[src/rtl/fifo_wr_arbiter_pkg.sv]
// Shared definitions for the aFIFO write-port arbiter and its helpers:
// default word width, FSM state encoding and an index-width helper.
`ifndef bitLength
`define bitLength 8
`endif

package fifo_wr_arbiter_pkg;

  // Default word width, taken from the FIFO's bitLength define
  localparam int ARB_DATA_W = `bitLength;

  typedef enum logic {
    ST_IDLE  = 1'b0,
    ST_GRANT = 1'b1
  } arb_state_e;

  // Index width for n items, never narrower than one bit
  function automatic int clog2w(input int n);
    return (n <= 1) ? 1 : $clog2(n);
  endfunction

endpackage

[src/rtl/fifo_wr_arbiter_rr_pick.sv]
// Round-robin priority picker: scans req starting one above `last` and
// wrapping, reporting the first set bit. Purely combinational so it can be
// dropped into any scheduler that keeps its own last-winner register.
module rr_pick
  import fifo_wr_arbiter_pkg::*;
#(
  parameter int N  = 4,
  parameter int IW = clog2w(N)
) (
  input  logic [N-1:0]  req,
  input  logic [IW-1:0] last,
  output logic          found,
  output logic [IW-1:0] idx
);

  int            cand;
  logic [IW-1:0] cand_idx;

  // Walk the N candidates in rotated order; the first hit wins
  always_comb begin
    found    = 1'b0;
    idx      = '0;
    cand     = 0;
    cand_idx = '0;
    for (int k = 1; k <= N; k++) begin
      cand     = (int'(last) + k) % N;
      cand_idx = IW'(cand);
      if (!found && req[cand_idx]) begin
        found = 1'b1;
        idx   = cand_idx;
      end
    end
  end

endmodule

[src/rtl/fifo_wr_arbiter.sv]
// Round-robin write-port arbiter in front of the shared aFIFO. Grants one
// producer at a time for a whole burst (up to MAX_BURST words), forwards its
// words straight to the FIFO write port and holds the grant across FULL.
module fifo_wr_arbiter
  import fifo_wr_arbiter_pkg::*;
#(
  parameter int NUM_REQ   = 4,
  parameter int DATA_W    = ARB_DATA_W,
  parameter int MAX_BURST = 4
) (
  input  logic                        Clk,
  input  logic                        Rst,
  input  logic [NUM_REQ-1:0]          req_valid,
  input  logic [NUM_REQ-1:0]          req_last,
  input  logic [NUM_REQ*DATA_W-1:0]   req_data,
  output logic [NUM_REQ-1:0]          req_ready,
  input  logic                        fifo_full,
  output logic                        fifo_wr_en,
  output logic [DATA_W-1:0]           fifo_wr_data,
  output logic [clog2w(NUM_REQ)-1:0]  owner,
  output logic                        busy
);

  localparam int IW = clog2w(NUM_REQ);
  localparam int BW = $clog2(MAX_BURST + 1);

  arb_state_e    state_q, state_d;
  logic [IW-1:0] owner_d;
  logic [IW-1:0] last_owner_q, last_owner_d;
  logic [BW-1:0] beat_cnt_q, beat_cnt_d;

  logic          pick_found;
  logic [IW-1:0] pick_idx;
  logic          accept;
  logic          burst_end;

  rr_pick #(
    .N  (NUM_REQ),
    .IW (IW)
  ) u_pick (
    .req   (req_valid),
    .last  (last_owner_q),
    .found (pick_found),
    .idx   (pick_idx)
  );

  assign busy = (state_q == ST_GRANT);

  // Control registers; reset sends requester 0 to the front of the rotation
  always_ff @(posedge Clk or negedge Rst) begin
    if (!Rst) begin
      state_q      <= ST_IDLE;
      owner        <= '0;
      last_owner_q <= IW'(NUM_REQ - 1);
      beat_cnt_q   <= '0;
    end else begin
      state_q      <= state_d;
      owner        <= owner_d;
      last_owner_q <= last_owner_d;
      beat_cnt_q   <= beat_cnt_d;
    end
  end

  // Next-state logic plus the combinational handshake and data mux.
  // FULL only blocks the write; it never ends a burst on its own.
  always_comb begin
    state_d      = state_q;
    owner_d      = owner;
    last_owner_d = last_owner_q;
    beat_cnt_d   = beat_cnt_q;
    req_ready    = '0;
    fifo_wr_en   = 1'b0;
    fifo_wr_data = '0;
    accept       = 1'b0;
    burst_end    = 1'b0;
    case (state_q)
      ST_IDLE: begin
        if (pick_found) begin
          owner_d    = pick_idx;
          beat_cnt_d = '0;
          state_d    = ST_GRANT;
        end
      end
      ST_GRANT: begin
        accept           = req_valid[owner] & ~fifo_full;
        req_ready[owner] = accept;
        fifo_wr_en       = accept;
        fifo_wr_data     = req_data[owner*DATA_W +: DATA_W];
        if (accept) begin
          beat_cnt_d = beat_cnt_q + BW'(1);
        end
        // Last word, burst cap reached, or the requester walked away
        burst_end = (accept & (req_last[owner] | (beat_cnt_q == BW'(MAX_BURST - 1))))
                  | ~req_valid[owner];
        if (burst_end) begin
          state_d      = ST_IDLE;
          last_owner_d = owner;
        end
      end
      default: state_d = ST_IDLE;
    endcase
  end

endmodule

[config.mk]
export PLATFORM = sky130hd
export DESIGN_NAME = fifo_wr_arbiter
export DESIGN_NICKNAME = d
export VERILOG_FILES = /design/src/rtl/fifo_wr_arbiter_pkg.sv /design/src/rtl/fifo_wr_arbiter_rr_pick.sv /design/src/rtl/fifo_wr_arbiter.sv
export SDC_FILE = /design/constraint.sdc
export NUM_CORES = 1
export LEC_CHECK = 0
export ABC_AREA = 1
export BUFFER_PORTS_ARGS = -buffer_cell sky130_fd_sc_hd__buf_2
export CAP_MARGIN = 20
export CORE_UTILIZATION = 30
export CTS_CLUSTER_SIZE = 24
export DETAILED_ROUTE_END_ITERATION = 12
export PLACE_DENSITY = 0.67
export SYNTH_ARGS = -nofsm -noshare
export SYNTH_HDL_FRONTEND = slang
export SYNTH_SLANG_ARGS = --single-unit
[constraint.sdc]
create_clock -name Clk -period 1.48 [get_ports Clk]
set_input_delay 0.074 -clock Clk [delete_from_list [all_inputs] [get_ports Clk]]
set_output_delay 0.074 -clock Clk [all_outputs]
set_load 0.02 [all_outputs]
==> impl_metrics.env, run 1 <==
export IMPL_outcome="finished with violations"
export IMPL_violations="negative setup slack"
export IMPL_drt_wl_total_um=3240
export IMPL_antenna_left=0
export IMPL_layout_min_cycle_time_ns=1.605
export IMPL_synth_area_top_cells="nand2_1 (20%), dfrtp_1 (15%), nand2_4 (7.8%), a22oi_1 (5.9%), dfstp_2 (5.2%)"
export IMPL_crit_buf_inv=3
export IMPL_finalCritPeriodShare=1.085
export IMPL_layout_nets=281
export IMPL_post_drt_wl_per_cell_um=11.61
export IMPL_antenna_found_initial=0
export IMPL_setup_viol_count_final=19
export IMPL_cts_sinks=8
export IMPL_worst_path_max_fanout=6
export IMPL_numCtsBuffers=3
export IMPL_timing_rr_start="last_owner_q[0]"
export IMPL_grt_max_degree=11
export IMPL_synth_top_area_cell="nand2_1"
export IMPL_yosysSeqAreaShare=0.1995
export IMPL_fin_skew_ns=0.008680
export IMPL_layout_commonest_cell="buf_2"
export IMPL_slowest_delay_ns=0.46
export IMPL_cellLeakagePower_nw=0.8980
export IMPL_dpl_cell_count=260
export IMPL_htreeDepth=1
export IMPL_synth_top_area_frac=0.1995
export IMPL_relSlewSlack=0.8389
export IMPL_fmax_mhz=623.0
export IMPL_min_path_type="input pin to asynchronous set/reset pin"
export IMPL_rsz0062_at_grt="yes"
export IMPL_ys_types=28
export IMPL_startpoint_type="register"
export IMPL_ff2ff_path_depth=11
export IMPL_die_h_um=60.20
export IMPL_r2r_end="owner[1]"
export IMPL_die_x_um=60.20
export IMPL_ys_ff_latch=8
export IMPL_crit_cells=7
export IMPL_area_delta_synth_final_pct=74.14
export IMPL_clkTransAtPathRegs_ns=0.06
export IMPL_antenna_cells=0
export IMPL_cts_tree="yes"
export IMPL_critPathSlowestCell="dfrtp_2"
export IMPL_place_congestion=0.8515
export IMPL_initial_utilization=0.3248
export IMPL_port_buffers=58
export IMPL_r2r_setup_slack_ns=-0.11
export IMPL_grt_pass1_vias=1074
export IMPL_crit_start="owner[0]"
export IMPL_drive_gt1_frac=0.6128
export IMPL_insertion_delay_ns=0.26
export IMPL_grt_pass1_wl_um=4512
export IMPL_syn_nets=193
export IMPL_cts_buffer_depth=2
export IMPL_use_met2=0.2983
export IMPL_crit_family="flip-flops"
export IMPL_via_per_inst=4.760
export IMPL_syn_inst=148
export IMPL_final_cells=279
export IMPL_cp_required_ns=1.41
export IMPL_final_hold_viol_count=0
export IMPL_worstMarginPinSlew_ns=0.2414
export IMPL_end_kind="output port"
export IMPL_ys_warn_count=0
export IMPL_ir_drop_mv=0.7073
export IMPL_drv_slew=0
export IMPL_dpl_cell_area_um2=1456
export IMPL_io_pins=59
export IMPL_drc_errors=0
export IMPL_drtPass1Iterations=4
export IMPL_syn_avg_cell_area_um2=6.865
export IMPL_dpl_hpwl_um=2317
export IMPL_grtUsageMet3=0.03247
export IMPL_worstSetupPathType="register to output port"
export IMPL_crit_chain="inv_4, nor2_4, a22oi_2, nand3_4, nand2_8, inv_2, buf_6"
export IMPL_drv_cap=0
export IMPL_layout_common_cells="buf_2 (45), nand2_1 (43), buf_4 (29), nand2_4 (12), nand2_2 (11)"
export IMPL_vias=1328
export IMPL_cp_arrival_ns=1.53
export IMPL_grt_busiest_layer="met2"
export IMPL_power_density_nw_per_um2=2173
export IMPL_overflow=0
export IMPL_rows=20
export IMPL_finalPower_w=0.003845
export IMPL_first_iter_violations=44
export IMPL_use_met1=0.1961
export IMPL_layout_setup_ws_ns=-0.1251
export IMPL_netlist_area_um2=1016
export IMPL_stdcell_area_um2=1769
export IMPL_cp_endpoint="fifo_wr_en"
export IMPL_dieArea_um2=3623
export IMPL_grtUsageTotal=0.1634
export IMPL_fp_coreArea_um2=3128
export IMPL_clockRootBuffer="clkbuf_4"
## worst register-to-register path, cell delays in order, from the launching register on
cell     delay (ns)
dfstp_2        0.64
inv_8          0.08
nand2_4        0.07
nand2_4        0.07
nand2_4        0.08
nand2_4        0.06
nor2_4         0.13
nand3_4        0.09
nand2_4        0.12
inv_4          0.05
o21ai_2        0.04
nand2_1        0.05
## per-layer routing
layer,share of wire,wire [um],up-vias
li1,-,-,675
met1,0.42,1362,599
met2,0.50,1616,51
met3,0.077,248,3
met4,0.0037,12,0
met5,0,0,-
## cell type report
class,instances,area (um2)
multi-input cells,123,832.0
inverters,15,85.08
fillers,280,1359
repair buffers,85,565.5
clock buffers,4,26.28
flip-flops and latches,8,205.2
well taps,44,55.05
## through the flow
stage | utilization | setup WS (ns) | hold WS (ns) | TNS (ns)
after global placement | 0.4656 | -0.07730 | -0.07073 | -0.2487
after detailed placement | 0.4656 | -0.1189 | -0.06996 | -0.4395
after floorplan | - | 0.001926 | -0.2216 | 0
after global routing | 0.5656 | -0.1956 | 0.2071 | -2.965
after CTS | 0.5268 | -0.1568 | 0.1796 | -1.625
final | 0.5656 | -0.1251 | 0.1833 | -1.622
## state kept, by name (all words and copies together), names as in the netlist
signal and cells:
beat_cnt_q 3, owner 2, busy 1, last_owner_q 2
## cells in the mapped netlist
cell type	n
bufinv_8	1
a21oi_1	2
nand2_2	6
a31oi_1	8
buf_4	1
dfstp_2	2
nand2_1	54
nor2_2	1
o21ai_0	1
inv_8	1
a22oi_2	1
nor2_1	6
a22oi_1	8
o21ai_1	2
inv_1	7
nand3_1	8
o21ai_2	4
ha_1	2
nor3_2	2
nand3_2	5
nand2_4	7
dfrtp_1	6
a21boi_0	1
inv_4	1
inv_2	5
nand4_1	3
nor2_4	2
buf_6	1
## worst min-delay path by stage
stage               startpoint       endpoint  slack (ns)  cells after the start
floorplan                  Rst  beat_cnt_q[0]       -0.22                      0
CTS                        Rst  beat_cnt_q[2]        0.18                      2
detailed placement         Rst  beat_cnt_q[2]       -0.07                      1
finish                     Rst  beat_cnt_q[2]        0.18                      2
global placement           Rst  beat_cnt_q[2]       -0.07                      1
global route               Rst           busy        0.21                      2
## power breakdown
part	total (W)	internal, W	switching, W	leakage [nW]
sequential	0.000481	0.000337	0.000144	0.0953
combinational	0.00318	0.00140	0.00178	0.788
clock	0.000185	0.000104	0.0000811	0.0150
total	0.00385	0.00184	0.00201	0.898
## logic make-up after synthesis
family / count (synthesis) / synth area share
buffers and inverters: 17 / 0.09731
flip-flops: 8 / 0.1995
AO/OA/AOI/OAI: 27 / 0.1872
adder cells (fa/ha/maj): 2 / 0.02463
AND/OR/NAND/NOR: 94 / 0.4914
## what timing repair did
item                                    4_1_cts  5_1_grt
pin swaps                                     4       17
setup buffers                                11        4
gates resized for setup                      22       30
endpoints found under the setup margin       19       21
endpoints found under the hold margin         8        0
hold buffers                                  1        0
Power figures use the tool's default switching activity.
==> run 2, diff against run 1 <==
--- a/config.mk
+++ b/config.mk
@@ -8,10 +8,10 @@
 export ABC_AREA = 1
 export BUFFER_PORTS_ARGS = -buffer_cell sky130_fd_sc_hd__buf_2
 export CAP_MARGIN = 20
-export CORE_UTILIZATION = 30
+export CORE_UTILIZATION = 39
 export CTS_CLUSTER_SIZE = 24
 export DETAILED_ROUTE_END_ITERATION = 12
-export PLACE_DENSITY = 0.67
+export PLACE_DENSITY = 0.81
 export SYNTH_ARGS = -nofsm -noshare
 export SYNTH_HDL_FRONTEND = slang
 export SYNTH_SLANG_ARGS = --single-unit
==> run 2 against run 1 <==
Against the previous run: the run still ends with negative setup slack left; wire length up 27%; core utilization up 19 points; combinational power up 9.7%; clock skew up 0.0024 ns; clock-buffer cell count unchanged; hold slack worse by 0.012 ns; largest power group unchanged; highest routed layer unchanged.
==> impl_metrics.env, run 2 (synthesis results as in run 1) <==
export IMPL_outcome="finished with violations"
export IMPL_violations="negative setup slack"
export IMPL_drc_errors=0
export IMPL_initial_utilization=0.4101
export IMPL_htreeDepth=1
export IMPL_r2r_setup_slack_ns=-0.14
export IMPL_setup_viol_count_final=21
export IMPL_power_density_nw_per_um2=2236
export IMPL_clkTransAtPathRegs_ns=0.06
export IMPL_cp_arrival_ns=1.58
export IMPL_via_per_inst=5.545
export IMPL_crit_start="owner[1]"
export IMPL_cts_tree="yes"
export IMPL_rows=18
export IMPL_cp_endpoint="req_ready[2]"
export IMPL_antenna_found_initial=0
export IMPL_r2r_end="owner[1]"
export IMPL_timing_rr_start="last_owner_q[0]"
export IMPL_post_drt_wl_per_cell_um=15.38
export IMPL_dpl_cell_count=249
export IMPL_drt_wl_total_um=4121
export IMPL_area_delta_synth_final_pct=84.48
export IMPL_regMostFlops="beat_cnt_q"
export IMPL_clockRootBuffer="clkbuf_4"
export IMPL_finalCritPeriodShare=1.115
export IMPL_port_buffers=58
export IMPL_fmax_mhz=605.8
export IMPL_cts_sinks=8
export IMPL_grt_pass1_vias=1242
export IMPL_grtUsageTotal=0.2701
export IMPL_cellLeakagePower_nw=0.9452
export IMPL_grt_pass1_wl_um=5333
export IMPL_fp_coreArea_um2=2477
export IMPL_first_iter_violations=32
export IMPL_dieArea_um2=2813
export IMPL_layout_commonest_cell="buf_2"
export IMPL_antenna_left=0
export IMPL_end_kind="output port"
export IMPL_drv_slew=0
export IMPL_setup_tns_ns=-2.415
export IMPL_holdWs_ns=0.1715
export IMPL_min_path_type="input pin to asynchronous set/reset pin"
export IMPL_drv_cap=0
export IMPL_die_x_um=53.04
export IMPL_overflow=0
export IMPL_fin_skew_ns=0.01110
export IMPL_largest_reg_flops=3
export IMPL_final_hold_viol_count=0
export IMPL_drive_gt1_frac=0.6765
export IMPL_worstSetupPathType="register to output port"
export IMPL_worstMarginPinSlew_ns=0.2561
export IMPL_drtPass1Iterations=4
export IMPL_layout_setup_ws_ns=-0.1707
export IMPL_final_cells=268
export IMPL_cts_buffer_depth=2
export IMPL_vias=1486
export IMPL_stdcell_area_um2=1874
export IMPL_insertion_delay_ns=0.27
export IMPL_die_h_um=53.04
export IMPL_cp_required_ns=1.41
export IMPL_antenna_cells=0
export IMPL_layout_min_cycle_time_ns=1.651
export IMPL_layout_nets=284
export IMPL_dpl_worst_slack_ns=-0.1341
export IMPL_rsz0062_at_grt="yes"
export IMPL_ff2ff_path_depth=9
export IMPL_startpoint_type="register"
export IMPL_relSlewSlack=0.8291
export IMPL_ir_drop_mv=1.566
export IMPL_grt_max_degree=11
export IMPL_place_congestion=0.8748
export IMPL_dpl_cell_area_um2=1461
export IMPL_io_pins=59
export IMPL_layout_common_cells="buf_2 (45), nand2_1 (35), buf_4 (29), nand2_2 (17), nand2_4 (14)"
export IMPL_numCtsBuffers=3
export IMPL_dpl_hpwl_um=2266
export IMPL_reg_top3="beat_cnt_q: 3 flops, last_owner_q: 2 flops, owner: 2 flops"
export IMPL_worst_path_max_fanout=6
run 2: worst min path at each step:
stage	start	to	slack [ns]	cells after the start
2_1_floorplan	Rst	beat_cnt_q[0]	-0.22	0
3_3_place_gp	Rst	beat_cnt_q[0]	-0.08	1
3_5_place_dp	Rst	beat_cnt_q[0]	-0.08	1
4_1_cts	Rst	busy	0.17	2
5_1_grt	Rst	busy	0.18	2
6_report	Rst	busy	0.17	2
run 2: report_power, final:
part / total [W] / internal [W] / switching [W]
Clock: 0.000188 / 0.000104 / 0.0000838
Combinational: 0.00349 / 0.00154 / 0.00196
Sequential: 0.000509 / 0.000337 / 0.000172
Total: 0.00419 / 0.00198 / 0.00221
run 2: layout make-up:
type,count,area [um2]
Sequential cell,8,205.2
Fill cell,157,603.1
Inverter,15,90.09
Multi-Input combinational cell,123,912.1
Timing Repair Buffer,88,603.1
Clock buffer,4,26.28
Tap cell,30,37.54
run 2: layer usage:
| layer | up-vias | GRT usage | wire, um |
|---|---|---|---|
| met5 | - | 0 | 0 |
| met4 | 0 | 0.1754 | 208 |
| met2 | 95 | 0.4873 | 2048 |
| met3 | 18 | 0.06897 | 354 |
| met1 | 688 | 0.2699 | 1509 |
| li1 | 685 | - | - |
run 2: through the flow:
step,power (W),utilization
6_report,0.004190,0.7566
4_1_cts,0.003668,0.6924
3_3_place_gp,0.002966,0.5899
5_1_grt,0.004463,0.7566
2_1_floorplan,0.002262,-
3_5_place_dp,0.002977,0.5899
run 2: repair_timing:
action,4_1_cts,5_1_grt
hold endpoints to repair,8,0
setup endpoints to repair,21,21
gates cloned,0,0
hold buffers,1,0
setup buffers,9,5
pin swaps,3,13
gates resized for setup,43,32
run 2: worst max-delay path, stage by stage, from the launching register on:
cell	delay, ns
dfrtp_2	0.51
nor2_4	0.07
a22oi_2	0.26
nand3_4	0.13
nand2_8	0.14
nor2_4	0.05
buf_6	0.12
==> run 3, diff against run 2 <==
--- a/config.mk
+++ b/config.mk
@@ -5,13 +5,13 @@
 export SDC_FILE = /design/constraint.sdc
 export NUM_CORES = 1
 export LEC_CHECK = 0
-export ABC_AREA = 1
 export BUFFER_PORTS_ARGS = -buffer_cell sky130_fd_sc_hd__buf_2
 export CAP_MARGIN = 20
-export CORE_UTILIZATION = 39
+export CORE_UTILIZATION = 40
 export CTS_CLUSTER_SIZE = 24
 export DETAILED_ROUTE_END_ITERATION = 12
-export PLACE_DENSITY = 0.81
+export PLACE_DENSITY = 0.85
+export SKIP_CTS_REPAIR_TIMING = 1
 export SYNTH_ARGS = -nofsm -noshare
 export SYNTH_HDL_FRONTEND = slang
 export SYNTH_SLANG_ARGS = --single-unit
==> constraint.sdc (replaced) <==
create_clock -name Clk -period 1.8 [get_ports Clk]
set_input_delay 0.09 -clock Clk [delete_from_list [all_inputs] [get_ports Clk]]
set_output_delay 0.09 -clock Clk [all_outputs]
set_load 0.02 [all_outputs]
==> run 3 against run 2 <==
Against the previous run: the flow now finishes without violations; clock skew shrank 0.0076 ns; combinational power shrank 64%; clock-buffer cell count is the same; wire length shrank 47%; sequential share of layout area grew 6.1 points; sequential cell count is the same; power shrank 56%; final cell count shrank 37%; register-to-register slack gained 0.29 ns; global-route usage shrank 8.5 points; first-iteration DRC count shrank 53%; core utilization shrank 14 points; critical path type unchanged; critical endpoint is now req_ready[3].
==> impl_metrics.env, run 3 <==
export IMPL_outcome="completed"
export IMPL_fp_coreArea_um2=1942
export IMPL_insertion_delay_ns=0.26
export IMPL_dpl_hpwl_um=1633
export IMPL_layout_commonest_cell="buf_2"
export IMPL_post_drt_wl_per_cell_um=13.08
export IMPL_stdcell_area_um2=1206
export IMPL_ys_ff_latch=8
export IMPL_syn_avg_cell_area_um2=11.01
export IMPL_finalCritPeriodShare=0.9889
export IMPL_drv_slew=0
export IMPL_grtUsageTotal=0.1851
export IMPL_drive_gt1_frac=0.6312
export IMPL_drv_cap=0
export IMPL_reg_top3="beat_cnt_q: 3 flops, last_owner_q: 2 flops, owner: 2 flops"
export IMPL_htreeDepth=1
export IMPL_drc_errors=0
export IMPL_die_h_um=47.44
export IMPL_rows=16
export IMPL_worstMarginPinSlew_ns=0.4514
export IMPL_synth_area_top_cells="dfrtp_1 (18%), mux4_1 (16%), mux4_2 (11%), dfstp_2 (6.4%), and2_1 (6.1%)"
export IMPL_cp_required_ns=1.71
export IMPL_via_per_inst=4.988
export IMPL_layout_common_cells="buf_2 (57), mux4_2 (9), and2_1 (8), buf_4 (8)"
export IMPL_antenna_left=0
export IMPL_end_kind="output port"
export IMPL_startpoint_type="register"
export IMPL_slowest_delay_ns=0.57
export IMPL_place_congestion=0.7446
export IMPL_vias=838
export IMPL_switching_power_w=0.0008022
export IMPL_internal_power_w=0.001034
export IMPL_dpl_cell_count=157
export IMPL_die_x_um=47.44
export IMPL_crit_family="multiplexers"
export IMPL_dieArea_um2=2250
export IMPL_cts_buffer_depth=2
export IMPL_finalPower_w=0.001837
export IMPL_ys_warn_count=0
export IMPL_critPathSlowestCell="mux4_2"
export IMPL_pwr_share_seq=0.230
export IMPL_setup_viol_count_final=0
export IMPL_netlist_area_um2=825.8
export IMPL_power_density_nw_per_um2=1523
export IMPL_cts_tree="yes"
export IMPL_crit_buf_inv=2
export IMPL_cp_arrival_ns=1.69
export IMPL_syn_inst=75
export IMPL_clockRootBuffer="clkbuf_4"
export IMPL_p_clk_frac=0.082
export IMPL_numCtsBuffers=3
export IMPL_final_cells=168
export IMPL_cellLeakagePower_nw=0.6106
export IMPL_grt_max_degree=18
export IMPL_worst_path_max_fanout=5
export IMPL_overflow=0
export IMPL_final_hold_viol_count=0
export IMPL_io_pins=59
export IMPL_area_delta_synth_final_pct=46.06
export IMPL_synth_edf_count=0
export IMPL_port_buffers=58
export IMPL_synth_top_area_frac=0.1818
export IMPL_p_comb_frac=0.688
export IMPL_grt_pass1_wl_um=2863
export IMPL_regMostFlops="beat_cnt_q"
export IMPL_fin_skew_ns=0.003524
export IMPL_syn_nets=120
export IMPL_layout_nets=187
export IMPL_layout_setup_ws_ns=0.02006
export IMPL_switching_share=0.4368
export IMPL_relSlewSlack=0.6991
export IMPL_synth_common_cells="and2_1 (8), dfrtp_1 (6), mux4_1 (5)"
export IMPL_ir_drop_mv=0.9053
export IMPL_initial_utilization=0.4253
export IMPL_clkTransAtPathRegs_ns=0.05
export IMPL_drtPass1Iterations=4
export IMPL_drt_wl_total_um=2198
export IMPL_rsz0062_at_grt="yes"
export IMPL_antenna_cells=0
export IMPL_crit_chain="mux4_2, nand3b_4, inv_2, and3_4, buf_6"
export IMPL_grt_pass1_vias=724
export IMPL_layout_min_cycle_time_ns=1.780
export IMPL_min_path_type="input pin to asynchronous set/reset pin"
export IMPL_synthFlopType="dfrtp_1"
export IMPL_antenna_found_initial=0
export IMPL_first_iter_violations=15
export IMPL_worstSetupPathType="register to output port"
export IMPL_yosysSeqAreaShare=0.2455
export IMPL_synth_top_area_cell="dfrtp_1"
export IMPL_cts_sinks=8
export IMPL_dpl_cell_area_um2=1110
export IMPL_dpl_worst_slack_ns=0.1769
export IMPL_synth_most_common_cell="and2_1"
export IMPL_synthArstFlopShare=1.000
export IMPL_ys_types=32
export IMPL_largest_reg_flops=3
export IMPL_fmax_mhz=561.8
-- run 3: changes by cell type in the layout (fill, tap and decap cells not counted), sizes merged, moves of 9 or more --
cell and change:
a22oi -9, buf -20, inv -10, mux4 +9, nand2 -64, nand3 -10
-- run 3: metal layers --
layer,up-vias,track usage,routed length (um)
met4,0,0.06857,36
met2,26,0.3616,1187
met1,395,0.1787,855
met3,4,0.05660,118
li1,413,-,-
met5,-,0,0
-- run 3: power by group through the flow --
stage	logic [W]	clock network, W	registers, W
2_1_floorplan	0.000924	0	0.000375
3_3_place_gp	0.00109	0	0.000405
3_5_place_dp	0.00111	0	0.000414
4_1_cts	0.00112	0.000157	0.000411
5_1_grt	0.00138	0.000166	0.000445
6_report	0.00126	0.000150	0.000423
-- run 3: through the flow --
stage | hold WS (ns) | util | TNS, ns
6_report | 0.1952 | 0.6211 | 0
3_5_place_dp | -0.05995 | 0.5715 | 0
2_1_floorplan | -0.2056 | - | 0
4_1_cts | -0.3472 | 0.5851 | -0.3785
5_1_grt | 0.2072 | 0.6211 | -0.06794
3_3_place_gp | -0.06520 | 0.5715 | 0
-- run 3: final timing paths --
path | start | endpoint | slack, ns | depth (start not counted)
worst max-delay path | owner[0] | req_ready[3] | 0.02 | 5
worst min-delay path | Rst | beat_cnt_q[0] | 0.20 | 2
worst max register to register | beat_cnt_q[0] | last_owner_q[1] | 0.15 | 5
worst min register to register | beat_cnt_q[0] | beat_cnt_q[0] | 0.52 | 1
max in group asynchronous | Rst | last_owner_q[1] | 1.37 | 2
min in group Clk | req_valid[3] | owner[0] | 0.20 | 3
-- run 3: kinds of logic (layout without fill, tap and decap cells) --
family	Yosys count	in the layout	synth area share
and+or+nand+nor	26	26	0.1803
muxes	14	14	0.3318
AOI/OAI and AO/OA	15	15	0.1167
adders and majority gates	2	2	0.03030
DFF	8	8	0.2454
buffers and inverters	10	76	0.09545
-- run 3: layout make-up --
type | instances | area (um2)
Timing Repair Buffer | 68 | 386.6
Multi-Input combinational cell | 57 | 539.3
Tap cell | 27 | 33.78
Clock buffer | 4 | 26.28
Fill cell | 181 | 735.7
Sequential cell | 8 | 205.2
Inverter | 4 | 15.01
